===== src/rtl/ifetch_ctrl.sv =====
// rtl/ifetch_ctrl.sv - instruction-fetch sequencer: PC, imem handshake, IF/ID register
//
// Purpose:
//   Owns the program counter and drives a combinational request/ready
//   handshake to instruction memory. Fetched words are written into the
//   IF/ID pipeline register together with their next-PC and a valid bit.
//   A one-entry skid buffer catches a word that arrives while ID is
//   stalled. Branch redirects from EX/MEM flush IF/ID and restart fetch.
//
// Ports:
//   clk, rst          clock (rising edge), asynchronous active-high reset
//   EX_MEM_PCSrc      branch taken; redirect PC to EX_MEM_NPC
//   EX_MEM_NPC        branch target
//   stall             hazard unit holds IF/ID
//   imem_req          fetch request
//   imem_addr         fetch address, always equal to pc
//   imem_ready        imem_data valid for imem_addr this cycle
//   imem_data         fetched instruction
//   IF_ID_instr       IF/ID instruction register
//   IF_ID_npc         IF/ID next-PC register
//   IF_ID_valid       IF/ID holds a real instruction
//   pc                current PC
//   fetch_count       instructions delivered to IF/ID, saturating

module ifetch_ctrl #(
  parameter logic [31:0] RESET_PC = 32'h0000_0000,
  parameter int          PC_STEP  = 1,
  parameter int          CNT_W    = 16
) (
  input  logic             clk,
  input  logic             rst,
  input  logic             EX_MEM_PCSrc,
  input  logic [31:0]      EX_MEM_NPC,
  input  logic             stall,
  output logic             imem_req,
  output logic [31:0]      imem_addr,
  input  logic             imem_ready,
  input  logic [31:0]      imem_data,
  output logic [31:0]      IF_ID_instr,
  output logic [31:0]      IF_ID_npc,
  output logic             IF_ID_valid,
  output logic [31:0]      pc,
  output logic [CNT_W-1:0] fetch_count
);

  localparam logic [31:0] LP_STEP = 32'(PC_STEP);

  typedef enum logic [1:0] {
    S_IDLE  = 2'd0,
    S_FETCH = 2'd1,
    S_HOLD  = 2'd2
  } state_t;

  state_t           r_state;
  logic [31:0]      r_pc;
  logic [31:0]      r_instr;
  logic [31:0]      r_npc;
  logic             r_valid;
  logic [31:0]      r_skid_instr;
  logic [31:0]      r_skid_npc;
  logic [CNT_W-1:0] r_cnt;

  state_t           w_state_nxt;
  logic [31:0]      w_pc_nxt;
  logic [31:0]      w_instr_nxt;
  logic [31:0]      w_npc_nxt;
  logic             w_valid_nxt;
  logic [31:0]      w_skid_instr_nxt;
  logic [31:0]      w_skid_npc_nxt;
  logic             w_cnt_inc;
  logic [CNT_W-1:0] w_cnt_nxt;
  logic [31:0]      w_pc_plus;

  // Modulo-2^32 add: all-ones PC wraps to zero naturally.
  assign w_pc_plus = r_pc + LP_STEP;

  always_comb begin
    w_state_nxt      = r_state;
    w_pc_nxt         = r_pc;
    w_instr_nxt      = r_instr;
    w_npc_nxt        = r_npc;
    w_valid_nxt      = r_valid;
    w_skid_instr_nxt = r_skid_instr;
    w_skid_npc_nxt   = r_skid_npc;
    w_cnt_inc        = 1'b0;

    case (r_state)
      S_IDLE: begin
        w_state_nxt = S_FETCH;
      end

      S_FETCH: begin
        if (imem_ready && !stall) begin
          w_instr_nxt = imem_data;
          w_npc_nxt   = w_pc_plus;
          w_valid_nxt = 1'b1;
          w_pc_nxt    = w_pc_plus;
          w_cnt_inc   = 1'b1;
        end else if (imem_ready && stall) begin
          // ID cannot take the word; park it so the fetch is not wasted.
          w_skid_instr_nxt = imem_data;
          w_skid_npc_nxt   = w_pc_plus;
          w_pc_nxt         = w_pc_plus;
          w_state_nxt      = S_HOLD;
        end else if (!stall) begin
          w_valid_nxt = 1'b0;
        end
      end

      S_HOLD: begin
        if (!stall) begin
          w_instr_nxt = r_skid_instr;
          w_npc_nxt   = r_skid_npc;
          w_valid_nxt = 1'b1;
          w_cnt_inc   = 1'b1;
          w_state_nxt = S_FETCH;
        end
      end

      default: begin
        w_state_nxt = S_IDLE;
      end
    endcase

    // Redirect overrides everything above, including stall: any word
    // returned this cycle and any parked skid word belong to the wrong path.
    if (EX_MEM_PCSrc) begin
      w_pc_nxt         = EX_MEM_NPC;
      w_instr_nxt      = r_instr;
      w_npc_nxt        = r_npc;
      w_valid_nxt      = 1'b0;
      w_skid_instr_nxt = r_skid_instr;
      w_skid_npc_nxt   = r_skid_npc;
      w_cnt_inc        = 1'b0;
      w_state_nxt      = S_FETCH;
    end
  end

  // Saturating delivery counter.
  assign w_cnt_nxt = (w_cnt_inc && (r_cnt != {CNT_W{1'b1}})) ? r_cnt + 1'b1 : r_cnt;

  always_ff @(posedge clk or posedge rst) begin
    if (rst) begin
      r_state      <= S_IDLE;
      r_pc         <= RESET_PC;
      r_instr      <= 32'd0;
      r_npc        <= 32'd0;
      r_valid      <= 1'b0;
      r_skid_instr <= 32'd0;
      r_skid_npc   <= 32'd0;
      r_cnt        <= '0;
    end else begin
      r_state      <= w_state_nxt;
      r_pc         <= w_pc_nxt;
      r_instr      <= w_instr_nxt;
      r_npc        <= w_npc_nxt;
      r_valid      <= w_valid_nxt;
      r_skid_instr <= w_skid_instr_nxt;
      r_skid_npc   <= w_skid_npc_nxt;
      r_cnt        <= w_cnt_nxt;
    end
  end

  assign imem_req    = (r_state == S_FETCH);
  assign imem_addr   = r_pc;
  assign pc          = r_pc;
  assign IF_ID_instr = r_instr;
  assign IF_ID_npc   = r_npc;
  assign IF_ID_valid = r_valid;
  assign fetch_count = r_cnt;

endmodule


===== config.mk =====
export PLATFORM = sky130hd
export DESIGN_NAME = ifetch_ctrl
export DESIGN_NICKNAME = d
export VERILOG_FILES = /design/src/rtl/ifetch_ctrl.sv
export SDC_FILE = /design/constraint.sdc
export NUM_CORES = 1
export LEC_CHECK = 0
export BUFFER_PORTS_ARGS = -buffer_cell sky130_fd_sc_hd__buf_2
export CORE_AREA = 2 2 144 146
export DETAILED_ROUTE_END_ITERATION = 16
export DIE_AREA = 0 0 146 148
export PLACE_DENSITY = 0.71
export REMOVE_ABC_BUFFERS = 1
export SETUP_SLACK_MARGIN = 0.02
export SYNTH_ARGS = -nofsm -noshare
export SYNTH_HDL_FRONTEND = slang
export SYNTH_SLANG_ARGS = --single-unit

===== constraint.sdc =====
create_clock -name clk -period 5.3 [get_ports clk]
set_input_delay 0.53 -clock clk [delete_from_list [all_inputs] [get_ports clk]]
set_output_delay 0.53 -clock clk [all_outputs]
set_load 0.01 [all_outputs]

# Word-level counts from Yosys, hierarchy flattened
# Cells that the tools add are included.
# Widths: inputs -> output; s select.
dict set report totals {
  out_inout_bits 146
  word_cells 61
  in_bits 69
  reg_bits 179
}
dict set report classes {
  mux 25
  bitwise_logic 2
  eq_ne 10
  n_reduce_logical 14
  addsub 2
}
# operator count
set op_table {}
lappend op_table {{$mux 32} 8}
lappend op_table {{$pmux 32 s2} 2}
lappend op_table {{$add 32x1->32 const B} 1}
lappend op_table {{$add 16x1->16 const B} 1}
lappend op_table {{$ne 16x16->1 const B} 1}
lappend op_table {{$reduce_and 4->1} 3}
lappend op_table {{$mux 1} 8}
lappend op_table {{$mux 2} 4}
lappend op_table {{$ne 3x3->1 const B} 2}
lappend op_table {{$pmux 2 s3} 1}
lappend op_table {{$reduce_bool 3->1} 2}
lappend op_table {{$ne 4x3->1 const B} 1}
lappend op_table {{$ne 4x4->1 const B} 1}
lappend op_table {{$pmux 1 s2} 2}
lappend op_table {{$reduce_bool 2->1} 2}
lappend op_table {{$logic_and 1x1->1} 3}
lappend op_table {{$ne 3x2->1 const B} 1}
lappend op_table {{$reduce_and 3->1} 1}
lappend op_table {{$eq 2x1->1 const B} 1}
lappend op_table {{$eq 2x2->1 const B} 1}
lappend op_table {{$logic_not 2->1} 1}
lappend op_table {{$ne 2x1->1 const B} 1}
lappend op_table {{$ne 2x2->1 const B} 1}
lappend op_table {{$not 1->1} 2}
lappend op_table {{2 further kinds} 2}

# Longest topological paths before layout
dict set report depth {
  depth_word 6
  depth_mapped 10
  mapped_depth_nobuf 7
}

# Worst setup path before layout
# OpenSTA, ideal clock, no wires.
dict set report synth_path {
  path_kind {register to register}
  startpoint {register r_state[1]}
  endpoint {register r_skid_instr[10]}
  synth_period_minus_slack_ns 2.066
  setup_slack_ns 3.234
  n_path_buf 4
  t_required_ns 5.175
  setup_ns 0.125
  arrival_ns 1.941
  stages_incl_launch_ff 10
  cell_sequence {dfrtp_1 > inv_1 > ha_1 > clkbuf_8 > and2_1 > buf_2 > nand3_1 > buf_2 > buf_2 > mux2_2}
}
dict set report synth_via {
  elab_chain_cells 2
}
# element line
set synth_rtl {}
lappend synth_rtl {{from (decl)} 54} ;# state_t r_state;
lappend synth_rtl {{from (signal assigned)} 153} ;# r_state <= w_state_nxt;
lappend synth_rtl {{$eq 2x1->1} -}
lappend synth_rtl {{named net imem_req} 35} ;# output logic imem_req,
lappend synth_rtl {{$reduce_and 4->1 (no source line)} -}
lappend synth_rtl {{to (signal assigned)} 158} ;# r_skid_instr <= w_skid_instr_nxt;
lappend synth_rtl {{to (decl)} 59} ;# logic [31:0] r_skid_instr;
# The timed path passes the listed nets, and every way through them passes these cells.
# A chain may end at the register's enable or synchronous reset.

# Final worst setup path
dict set report layout_path {
  startpoint {register r_state[1]}
  endpoint {register r_skid_instr[3]}
}
dict set report layout_via {
  elab_chain_cells 2
}
# element line
set layout_rtl {}
lappend layout_rtl {{$eq 2x1->1} 87} ;# case (r_state)
lappend layout_rtl {{$reduce_and 4->1 (no source line)} -}
# No other way between the ends.

==> flow_results.xml <==
<?xml version="1.0" encoding="UTF-8"?>
<metrics>
  <group name="run_status">
    <metric name="outcome" unit="">finished clean</metric>
  </group>
  <group name="detailed_routing">
    <metric name="post_drt_wl_per_cell" unit="um">16.1</metric>
    <metric name="wl" unit="um">20900</metric>
    <metric name="drt_first_pass_iters" unit="">5</metric>
    <metric name="vias_per_cell" unit="">5.18</metric>
    <metric name="route.antenna.remaining_nets" unit="">0</metric>
    <metric name="drc" unit="">0</metric>
    <metric name="vias" unit="">6730</metric>
    <metric name="drt_iter0_drc" unit="">415</metric>
  </group>
  <group name="sta">
    <metric name="ratio_of_final_minimum_period_to_clock_period" unit="%">58.2</metric>
    <metric name="tightest_slew" unit="ns">1.20</metric>
    <metric name="rsz0062_at_grt" unit="">no</metric>
    <metric name="period_minus_slack" unit="ns">3.09</metric>
    <metric name="finalHoldViolCount" unit="">0</metric>
    <metric name="timing.max_slew.rel_slack" unit="%">19.5</metric>
    <metric name="worst_clock_skew" unit="ns">0.0144</metric>
    <metric name="drv_slew" unit="">0</metric>
    <metric name="final_critical_path_setup_slack" unit="ns">2.21</metric>
    <metric name="hold_ws" unit="ns">0.213</metric>
    <metric name="max_clock_freq" unit="MHz">324</metric>
    <metric name="timing.final.setup_violations" unit="">0</metric>
  </group>
  <group name="power_and_ir_drop">
    <metric name="powerDensity" unit="nW/um^2">422</metric>
    <metric name="totalPowerFinal" unit="W">0.00444</metric>
    <metric name="vdd.ir_drop.worst" unit="mV">0.203</metric>
    <metric name="power.static_leakage" unit="nW">4.81</metric>
  </group>
  <group name="worst_setup_path">
    <metric name="r2r_start" unit="">r_state[1]$_DFFE_PP0P_</metric>
    <metric name="worstSetupPathType" unit="">reg2reg</metric>
    <metric name="critical_path_slowest_stage_cell" unit="">nand3_4</metric>
    <metric name="timing.critical_path.buf_inv" unit="">2</metric>
    <metric name="r2r.worst_path.cells" unit="">6</metric>
    <metric name="worst-r2r-setup-slack" unit="ns">2.21</metric>
    <metric name="crit_path_max_fanout" unit="">71</metric>
    <metric name="setup.worst_path.start_class" unit="">register</metric>
    <metric name="timing.critical_path.required" unit="ns">5.61</metric>
    <metric name="crit_arrival" unit="ns">3.39</metric>
    <metric name="critical_path.cell_chain" unit="">inv_1 &gt; ha_1 &gt; and2_1 &gt; nand3_4 &gt; buf_4 &gt; mux2_2</metric>
    <metric name="worstSetupEndpointType" unit="">register</metric>
    <metric name="reg2reg_to" unit="">r_skid_instr[3]$_DFFE_PP0P_</metric>
    <metric name="timing.critical_path.slowest_cell_delay" unit="ns">0.67</metric>
    <metric name="top_cell_family_by_delay_on_the_critical_path" unit="">simple AND/OR/NAND/NOR gates</metric>
  </group>
  <group name="synth">
    <metric name="synth_area" unit="um^2">8850</metric>
    <metric name="seq_area_frac_synth" unit="%">50.6</metric>
    <metric name="share_of_async_settable_or_async_resettable_flops_after_synthesis" unit="%">100</metric>
    <metric name="ys_seq_elements" unit="">179</metric>
    <metric name="synth.avg_cell_area" unit="um^2">10.3</metric>
    <metric name="synth-edff-count" unit="">0</metric>
    <metric name="yosysWarningCount" unit="">0</metric>
    <metric name="postSynth.topFlopCell" unit="">dfrtp_1</metric>
    <metric name="yosysUniqueCellTypes" unit="">54</metric>
    <metric name="synth_cells" unit="">860</metric>
  </group>
  <group name="floorplanning">
    <metric name="ioPinCount" unit="">215</metric>
    <metric name="die_y" unit="um">148</metric>
    <metric name="floorplan.initialDensity" unit="%">44.2</metric>
    <metric name="std_cell_core_area" unit="um^2">20000</metric>
    <metric name="row_count" unit="">52</metric>
    <metric name="die_area" unit="um^2">21600</metric>
    <metric name="die-width" unit="um">146</metric>
  </group>
  <group name="global_routing">
    <metric name="grt_start_max_net_pins" unit="">102</metric>
    <metric name="grt_pass1_wl" unit="um">33300</metric>
    <metric name="global_route.overflow_total" unit="">0</metric>
    <metric name="vias_in_the_first_global_route" unit="">6315</metric>
    <metric name="globalRouteTotalUtil" unit="%">19.2</metric>
    <metric name="grt_antenna_before_repair" unit="">1</metric>
  </group>
  <group name="clocking">
    <metric name="worst_skew_late_latency" unit="ns">0.43</metric>
    <metric name="ctsHtreeMaxLevel" unit="">4</metric>
    <metric name="total_cts_buffers" unit="">17</metric>
    <metric name="number_of_buffers_added_to_fix_hold_violations_after_cts" unit="">0</metric>
    <metric name="cts_buffer_depth" unit="">2</metric>
    <metric name="post_cts.repair.setup_buffers" unit="">0</metric>
    <metric name="clock_sinks" unit="">179</metric>
    <metric name="clk_transition_reported_paths" unit="ns">0.07</metric>
    <metric name="clk_root_buffer_cell" unit="">clkbuf_16</metric>
    <metric name="post_cts_resize_count" unit="">0</metric>
    <metric name="tritoncts" unit="">yes</metric>
  </group>
  <group name="finish">
    <metric name="area_delta_synth_final" unit="%">18.8</metric>
    <metric name="finalNetCount" unit="">1090</metric>
    <metric name="final_core_density" unit="%">52.5</metric>
    <metric name="instances_no_fill" unit="">1299</metric>
    <metric name="drive_gt1_share" unit="%">30.9</metric>
  </group>
  <group name="worst_hold_path">
    <metric name="min_path_type" unit="">in2async</metric>
  </group>
  <group name="placement">
    <metric name="gp_congestion" unit="">0.789</metric>
    <metric name="io_buffer_count" unit="">214</metric>
    <metric name="place_inst" unit="">1266</metric>
    <metric name="detailedPlace.worstSlack" unit="ns">2.24</metric>
    <metric name="detailed_place_hpwl" unit="um">14500</metric>
  </group>
  <group name="flow_run">
    <metric name="maxCapViolCount" unit="">0</metric>
  </group>
</metrics>
## power breakdown
group | internal, W | switching, W
Sequential | 0.00176 | 0.000261
Clock | 0.000857 | 0.000552
Combinational | 0.000455 | 0.000559
## stage by stage
step           instance area, um^2  TNS (ns)
2_1_floorplan                 8340    -69.72
3_3_place_gp                  9850         0
4_1_cts                      10500         0
5_1_grt                      10500         0
3_5_place_dp                  9850         0
6_report                     10500         0
## cells in the final DEF, fill, tap and decap left out, drive strengths merged, types with 2 or more instances in the layout
cell / netlist / layout
nor3: 13 / 13
o221ai: 18 / 18
a21oi: 9 / 9
clkbuf: 28 / 18
nand2: 162 / 162
nor2b: 2 / 2
nor4: 11 / 11
inv: 14 / 16
clkinv: 1 / 7
dfrtp: 179 / 179
mux2: 40 / 40
ha: 6 / 6
buf: 55 / 220
nand4: 23 / 23
and2: 2 / 2
o31ai: 3 / 3
nand3: 28 / 28
bufinv: 0 / 5
xnor2: 38 / 38
xor2: 33 / 33
a31oi: 3 / 3
o21ai: 108 / 108
and4: 8 / 8
and3: 6 / 6
or3: 4 / 4
nor2: 17 / 17
mux2i: 37 / 37
## sequential cells by signal, indices dropped and copies added, names as in the netlist
signal and flops:
IF_ID_instr 32, IF_ID_npc 32, IF_ID_valid 1, fetch_count 16, imem_addr 32, r_skid_instr 32, r_skid_npc 32, r_state 2
## metal layers
| metal | vias to the layer above | part of all wire [%] | track usage [%] | routed length [um] |
|---|---|---|---|---|
| met3 | 32 | 5.4 | 4.01 | 1130 |
| met5 | - | 0 | 0 | 0 |
| li1 | 3258 | - | - | - |
| met4 | 0 | 2.0 | 6.26 | 422 |
| met2 | 237 | 46 | 30.7 | 9680 |
| met1 | 3203 | 46 | 26.5 | 9650 |
## how the worst max path moves through the flow
stage | start | endpoint | cells past startpoint
6_report | r_state[1]$_DFFE_PP0P_ | r_skid_instr[3]$_DFFE_PP0P_ | 6
3_5_place_dp | r_state[1]$_DFFE_PP0P_ | r_skid_instr[15]$_DFFE_PP0P_ | 6
3_3_place_gp | r_state[1]$_DFFE_PP0P_ | r_skid_instr[0]$_DFFE_PP0P_ | 6
4_1_cts | r_state[1]$_DFFE_PP0P_ | r_skid_instr[27]$_DFFE_PP0P_ | 6
2_1_floorplan | r_state[0]$_DFFE_PP0P_ | IF_ID_npc[10]$_DFFE_PP0P_ | 4
5_1_grt | r_state[1]$_DFFE_PP0P_ | IF_ID_instr[17]$_DFFE_PP0P_ | 6
## kinds of logic after synthesis
group                      after synthesis  share of synthesized area, %
adders and majority gates                6                         0.848
and+or+nand+nor                        278                          15.9
muxes                                   77                          9.27
buffers and inverters                   99                          6.42
DFF                                    179                          50.6
AOI/OAI and AO/OA                      150                          9.94
xor gates and xnor gates                71                          7.02
## area by class of cell
type	count	area, um^2
Tap cell	270	338
Antenna cell	1	2.50
Multi-Input combinational cell	582	3840
Inverter	15	61.3
Clock buffer	18	439
Fill cell	1862	9520
Timing Repair Buffer	220	1130
Clock inverter	14	226
Sequential cell	179	4480
## Yosys cell counts, drive strengths merged (2+ instances only)
cell type | instances | area share [%]
and4 | 8 | 0.79
mux2 | 40 | 5.1
nor3 | 13 | 0.90
o31ai | 3 | 0.25
a21oi | 9 | 0.51
dfrtp | 179 | 51
ha | 6 | 0.85
buf | 55 | 4.0
inv | 14 | 0.59
or3 | 4 | 0.40
xnor2 | 38 | 3.8
nor2b | 2 | 0.14
nor2 | 17 | 0.72
mux2i | 37 | 4.2
nand4 | 23 | 1.9
o221ai | 18 | 1.8
o21ai | 108 | 6.1
and2 | 2 | 0.14
and3 | 6 | 0.42
nor4 | 11 | 1.6
nand2 | 162 | 7.0
xor2 | 33 | 3.3
nand3 | 28 | 1.7
clkbuf | 28 | 1.7
a31oi | 3 | 0.28
(Power assumes the default switching activity.)
